File: src/rtl/mdu_pkg.sv
// Shared definitions for the iterative multiply/divide unit: opcodes, FSM
// states and a counter-width helper.
package mdu_pkg;

  typedef enum logic [1:0] {
    OP_MULT  = 2'b00,
    OP_MULTU = 2'b01,
    OP_DIV   = 2'b10,
    OP_DIVU  = 2'b11
  } opCodeT;

  typedef enum logic [1:0] {
    IDLE = 2'b00,
    CALC = 2'b01,
    FIX  = 2'b10,
    DONE = 2'b11
  } stateT;

  function automatic int counterWidth(input int width);
    return $clog2(width);
  endfunction

endpackage

File: src/rtl/mdu_iter_step.sv
// One combinational iteration: shift-add for multiply, restoring
// shift-subtract for divide.
module mdu_iter_step #(
  parameter int WIDTH = 32
) (
  input  logic               isDiv,
  input  logic [2*WIDTH-1:0] accIn,
  input  logic [WIDTH-1:0]   operand,
  output logic [2*WIDTH-1:0] accOut,
  output logic               qBit
);

  logic [WIDTH:0]   sum;
  logic [WIDTH:0]   trial;
  logic [WIDTH+1:0] diff;

  // NOTE: every signal driven here gets a default first, so no path can
  // leave it unassigned and infer a latch.
  always_comb begin
    sum    = '0;
    trial  = '0;
    diff   = '0;
    accOut = '0;
    qBit   = 1'b0;
    if (!isDiv) begin
      sum    = {1'b0, accIn[2*WIDTH-1:WIDTH]} + (accIn[0] ? {1'b0, operand} : '0);
      accOut = {sum, accIn[WIDTH-1:1]};
    end else begin
      // Extra guard bit: the shifted remainder can reach 2^WIDTH.
      trial  = {accIn[2*WIDTH-1:WIDTH], accIn[WIDTH-1]};
      diff   = {1'b0, trial} - {2'b00, operand};
      qBit   = ~diff[WIDTH+1];
      accOut = {(qBit ? diff[WIDTH-1:0] : trial[WIDTH-1:0]), accIn[WIDTH-2:0], 1'b0};
    end
  end

endmodule

File: src/rtl/mult_div_unit.sv
// Iterative MIPS multiply/divide unit owning the HI/LO register pair,
// including the mthi/mtlo write paths.
module mult_div_unit
  import mdu_pkg::*;
#(
  parameter int WIDTH     = 32,
  parameter bit SIGNED_EN = 1'b1
) (
  input  logic             clock,
  input  logic             reset,
  input  logic             start,
  input  logic [1:0]       op,
  input  logic [WIDTH-1:0] a,
  input  logic [WIDTH-1:0] b,
  input  logic             hi_we,
  input  logic             lo_we,
  input  logic [WIDTH-1:0] wdata,
  output logic             busy,
  output logic             done,
  output logic             div_zero,
  output logic [WIDTH-1:0] hi,
  output logic [WIDTH-1:0] lo
);

  localparam int CW = counterWidth(WIDTH);

  stateT              state, nextState;
  opCodeT             opIn, opReg;
  logic [CW-1:0]      counter;
  logic [2*WIDTH-1:0] acc, stepAcc, product;
  logic [WIDTH-1:0]   operand, absA, absB, quotient, remainder;
  logic [WIDTH-1:0]   hiReg, loReg;
  logic               aNeg, bNeg, negRes, negRem, divZeroFlag, stepQ;
  logic               isDivIn, isDivReg, divByZeroIn;

  assign opIn        = opCodeT'(op);
  assign isDivIn     = (opIn == OP_DIV) || (opIn == OP_DIVU);
  assign isDivReg    = (opReg == OP_DIV) || (opReg == OP_DIVU);
  assign divByZeroIn = isDivIn && (b == '0);

  if (SIGNED_EN) begin : gSigned
    logic signedIn;
    assign signedIn = (opIn == OP_MULT) || (opIn == OP_DIV);
    assign aNeg     = signedIn & a[WIDTH-1];
    assign bNeg     = signedIn & b[WIDTH-1];
  end else begin : gUnsigned
    assign aNeg = 1'b0;
    assign bNeg = 1'b0;
  end

  assign absA = aNeg ? -a : a;
  assign absB = bNeg ? -b : b;

  mdu_iter_step #(.WIDTH(WIDTH)) uStep (
    .isDiv  (isDivReg),
    .accIn  (acc),
    .operand(operand),
    .accOut (stepAcc),
    .qBit   (stepQ)
  );

  // NOTE: sequential state is updated with non-blocking assignments so every
  // register samples pre-edge values regardless of process ordering.
  always_ff @(posedge clock or negedge reset) begin
    if (!reset) state <= IDLE;
    else        state <= nextState;
  end

  always_comb begin
    nextState = state;
    case (state)
      IDLE: if (start) nextState = divByZeroIn ? DONE : CALC;
      CALC: if (counter == '0) nextState = FIX;
      FIX:  nextState = DONE;
      DONE: nextState = IDLE;
      default: nextState = IDLE;
    endcase
  end

  always_comb begin
    busy     = (state != IDLE);
    done     = (state == DONE);
    div_zero = (state == DONE) && divZeroFlag;
  end

  // NOTE: the working registers are plain flops, not memories, so they take
  // the async reset and an aborted operation leaves nothing behind.
  always_ff @(posedge clock or negedge reset) begin
    if (!reset) begin
      opReg       <= OP_MULT;
      counter     <= '0;
      acc         <= '0;
      operand     <= '0;
      negRes      <= 1'b0;
      negRem      <= 1'b0;
      divZeroFlag <= 1'b0;
    end else begin
      case (state)
        IDLE: if (start) begin
          opReg       <= opIn;
          counter     <= CW'(WIDTH - 1);
          negRes      <= aNeg ^ bNeg;
          negRem      <= aNeg;
          divZeroFlag <= divByZeroIn;
          acc         <= {{WIDTH{1'b0}}, (isDivIn ? absA : absB)};
          operand     <= isDivIn ? absB : absA;
        end
        CALC: begin
          acc     <= {stepAcc[2*WIDTH-1:1], stepAcc[0] | stepQ};
          counter <= counter - 1'b1;
        end
        default: ;
      endcase
    end
  end

  assign product   = negRes ? -acc : acc;
  assign quotient  = negRes ? -acc[WIDTH-1:0] : acc[WIDTH-1:0];
  assign remainder = negRem ? -acc[2*WIDTH-1:WIDTH] : acc[2*WIDTH-1:WIDTH];

  // Software writes only land while idle; a result leaving FIX wins later.
  always_ff @(posedge clock or negedge reset) begin
    if (!reset) begin
      hiReg <= '0;
      loReg <= '0;
    end else if (state == FIX) begin
      hiReg <= isDivReg ? remainder : product[2*WIDTH-1:WIDTH];
      loReg <= isDivReg ? quotient  : product[WIDTH-1:0];
    end else if (state == IDLE) begin
      if (hi_we) hiReg <= wdata;
      if (lo_we) loReg <= wdata;
    end
  end

  assign hi = hiReg;
  assign lo = loReg;

endmodule
File: config.mk
export PLATFORM = sky130hd
export DESIGN_NAME = mult_div_unit
export DESIGN_NICKNAME = d
export VERILOG_FILES = /design/src/rtl/mdu_pkg.sv /design/src/rtl/mdu_iter_step.sv /design/src/rtl/mult_div_unit.sv
export SDC_FILE = /design/constraint.sdc
export NUM_CORES = 1
export LEC_CHECK = 0
export BUFFER_PORTS_ARGS = -buffer_cell sky130_fd_sc_hd__buf_2
export CAP_MARGIN = 20
export CORE_ASPECT_RATIO = 1.75
export CORE_MARGIN = 2
export CORE_UTILIZATION = 45
export DETAILED_ROUTE_END_ITERATION = 16
export PLACE_DENSITY_LB_ADDON = 0.05
export SYNTH_ARGS = -nofsm -noshare
export SYNTH_HDL_FRONTEND = slang
export SYNTH_HIERARCHICAL = 1
export SYNTH_SLANG_ARGS = --single-unit
File: constraint.sdc
create_clock -name clock -period 5.3 [get_ports clock]
set_input_delay 0.795 -clock clock [delete_from_list [all_inputs] [get_ports clock]]
set_output_delay 0.795 -clock clock [all_outputs]
set_load 0.01 [all_outputs]
==> run summary <==
Outcome: completed
Fraction of registers with async set/reset: 100.0%
PD cells: 690.7 nW/um^2
Max-Cap Viols: 0
Fin nets: 2201
Max Slew Vio Count: 0
Clock transition at the registers of the reported paths: 0.08 ns
CTS tree: yes
Startpoint types: register
Initial Util: 45.36%
Antenna diodes: 0
Die width: 145.9 um
Post-CTS Hold Buffers: 0
Die footprint: 36810 um^2
Num rows: 91
Crit path kind: register to register
Worst-Margin Slew: 1.103 ns
EDFF count, synth: 0
Worst Path Required: 5.65 ns
Post-CTS Resized: 0
Synth-to-layout area growth: 11.92%
Cts bufs inserted: 17
Syn nets: 2087
Final Skew: 0.01553 ns
CTS max path bufs: 2
Post-layout util: 50.77%
Yosys top cell by area: dfrtp_1
Fraction of layout cells with a size suffix above 1: 16.31%
Vias per cell: 6.261
Final setup margin: 1.443 ns
Top post-synthesis cells by area: dfrtp_1 (27%), ha_1 (5.8%), a21oi_1 (5.4%)
DP HPWL: 48.64 mm
Mapped cell area: 15860 um^2
Synth Warn #: 6
Post-synth top cells: a21oi_1 (171), dfrtp_1 (171), nand2_1 (157), o21ai_0 (123), nor2_1 (121)
Hold Vio Cnt, Final: 0
Total gr overflow: 0
Clock root cell: clkbuf_16
Leak: 8.106 nW
Routed Wire Length: 61.85 mm
Clk_lat worst skew: 0.47 ns
# clock sinks: 171
Synth Flop Type: dfrtp_1
Dpl ws: 1.477 ns
I/O pin count: 170
Count of input and output buffers: 169
Post-Layout Inst Area: 17750 um^2
Initial DRC count: 1221
Drt first pass iters: 6
Via Count: 15.65k
Post-synthesis register bit count: 171
Htree depth: 4
Avg Synthesized Cell Area: 8.311 um^2
Syn Inst Count: 1908
Global Route Usage Sum: 33.01%
Initial antenna violation count: 0
Crit path DAT: 4.21 ns
Synth cell types: 96
Endpoint class of the critical path: register
Relative slew slack: 26.46%
Post-synthesis sequential area ratio: 26.99%
Pin count of the biggest net entering global routing: 89
Maximum VDD drop: 594.2 uV
First-pass GRT wire length: 92.47 mm
GP Congestion: 0.9764
Final Cycle Share: 72.78%
Fmax: 0.2593 GHz
CP Max Fanout: 25
CORE AREA: 34950 um^2
Post-CTS setup buffers: 0
Setup tns final: 0 ns
Hold slack final: 0.3770 ns
Final setup viols: 0
Top-area cell type share of the netlist area: 26.99%
DRC violations left: 0
Unrepaired setup endpoints after global routing: false
Area after DPL: 17080 um^2
DRT antenna net count: 0
Die Height: 252.3 um
Vias in the first global route: 15.43k
WL/cell: 24.74 um
Worst hold path class: input pin to async pin
Final min period: 3.857 ns
-- critical path, stage by stage (launching register included) --
cell and delay [ns]:
dfrtp_1 0.58, buf_4 0.33, and2_1 0.18, ha_1 0.29, a21o_1 0.21, a21oi_1 0.21, o211ai_1 0.23, o31ai_2 0.41
nor2_2 0.10, a41oi_2 0.30, o21ai_2 0.14, a2111oi_2 0.39, o32ai_1 0.13, a22o_1 0.23
-- logic make-up (layout without fill, tap and decap cells) --
| kind of cell | Yosys count | after routing | synth area share (%) |
|---|---|---|---|
| XOR/XNOR | 150 | 150 | 8.285 |
| AND/OR/NAND/NOR | 597 | 597 | 20.00 |
| AO/OA/AOI/OAI | 629 | 629 | 26.42 |
| flip-flops | 171 | 171 | 26.99 |
| multiplexers | 117 | 117 | 7.749 |
| adder cells (fa/ha/maj) | 76 | 76 | 6.092 |
| buffers and inverters | 168 | 295 | 4.474 |
-- placed cells by master, fill, tap and decap left out, drive strengths merged, types with 35 or more instances in the layout --
master  Yosys  routed
a21oi     171     171
inv        69      77
nand3      49      49
buf        15     193
and3       47      47
ha         74      74
nor3       42      42
o21ai     133     133
nor2      123     123
and2       39      39
mux2       46      46
mux2i      71      71
xor2       68      68
dfrtp     171     171
nand2     158     158
xnor2      82      82
a211oi     35      35
-- metal layers --
layer  global-route usage (%)  up-vias  routed length, um
li1                         -     7336                  -
met1                    35.36     7660              22600
met2                    61.16      493              32560
met3                    3.159      163               2103
met4                    21.88        0               4585
met5                        0        -                  0
-- path summary, 6_finish.rpt --
| kind | from | endpoint | slack (ns) | depth (start not counted) |
|---|---|---|---|---|
| worst max-delay path | acc[0]$_DFFE_PN0P_ | acc[63]$_DFFE_PN0P_ | 1.44 | 13 |
| worst min-delay path | reset | lo[5]$_DFFE_PN0P_ | 0.38 | 1 |
| worst max register to register | acc[0]$_DFFE_PN0P_ | acc[63]$_DFFE_PN0P_ | 1.44 | 13 |
| worst min register to register | counter[0]$_DFFE_PN0P_ | counter[0]$_DFFE_PN0P_ | 0.51 | 1 |
| max in group asynchronous | reset | opReg[1]$_DFFE_PN0P_ | 3.89 | 2 |
| min in group clock | counter[0]$_DFFE_PN0P_ | counter[0]$_DFFE_PN0P_ | 0.51 | 1 |
-- power breakdown --
| part | internal [W] | switching [W] |
|---|---|---|
| Sequential | 0.00192 | 0.000916 |
| Clock | 0.000780 | 0.000664 |
| Combinational | 0.00319 | 0.00479 |
-- sequential cells by signal (all words and copies together) (netlist names) --
| signal | count |
|---|---|
| opReg | 1 |
| negRes | 1 |
| hi | 32 |
| negRem | 1 |
| counter | 5 |
| divZeroFlag | 1 |
| operand | 32 |
| state | 2 |
| acc | 64 |
| lo | 32 |
-- per-stage QoR --
stage               cells  total power [W]
CTS                  2500          0.01221
finish               2500          0.01226
global placement     2467          0.01068
detailed placement   2468          0.01072
floorplan            1908         0.008280
global route         2500          0.01310
-- cell type report --
class	count	area, um^2
clock buffer	17	425.4
tap	465	581.8
clock inverter	15	240.2
timing repair buffer	193	1045
inverter	70	262.8
multi-input combinational	1569	10910
sequential	171	4280
fill	3531	17210
(Power assumes the default switching activity.)
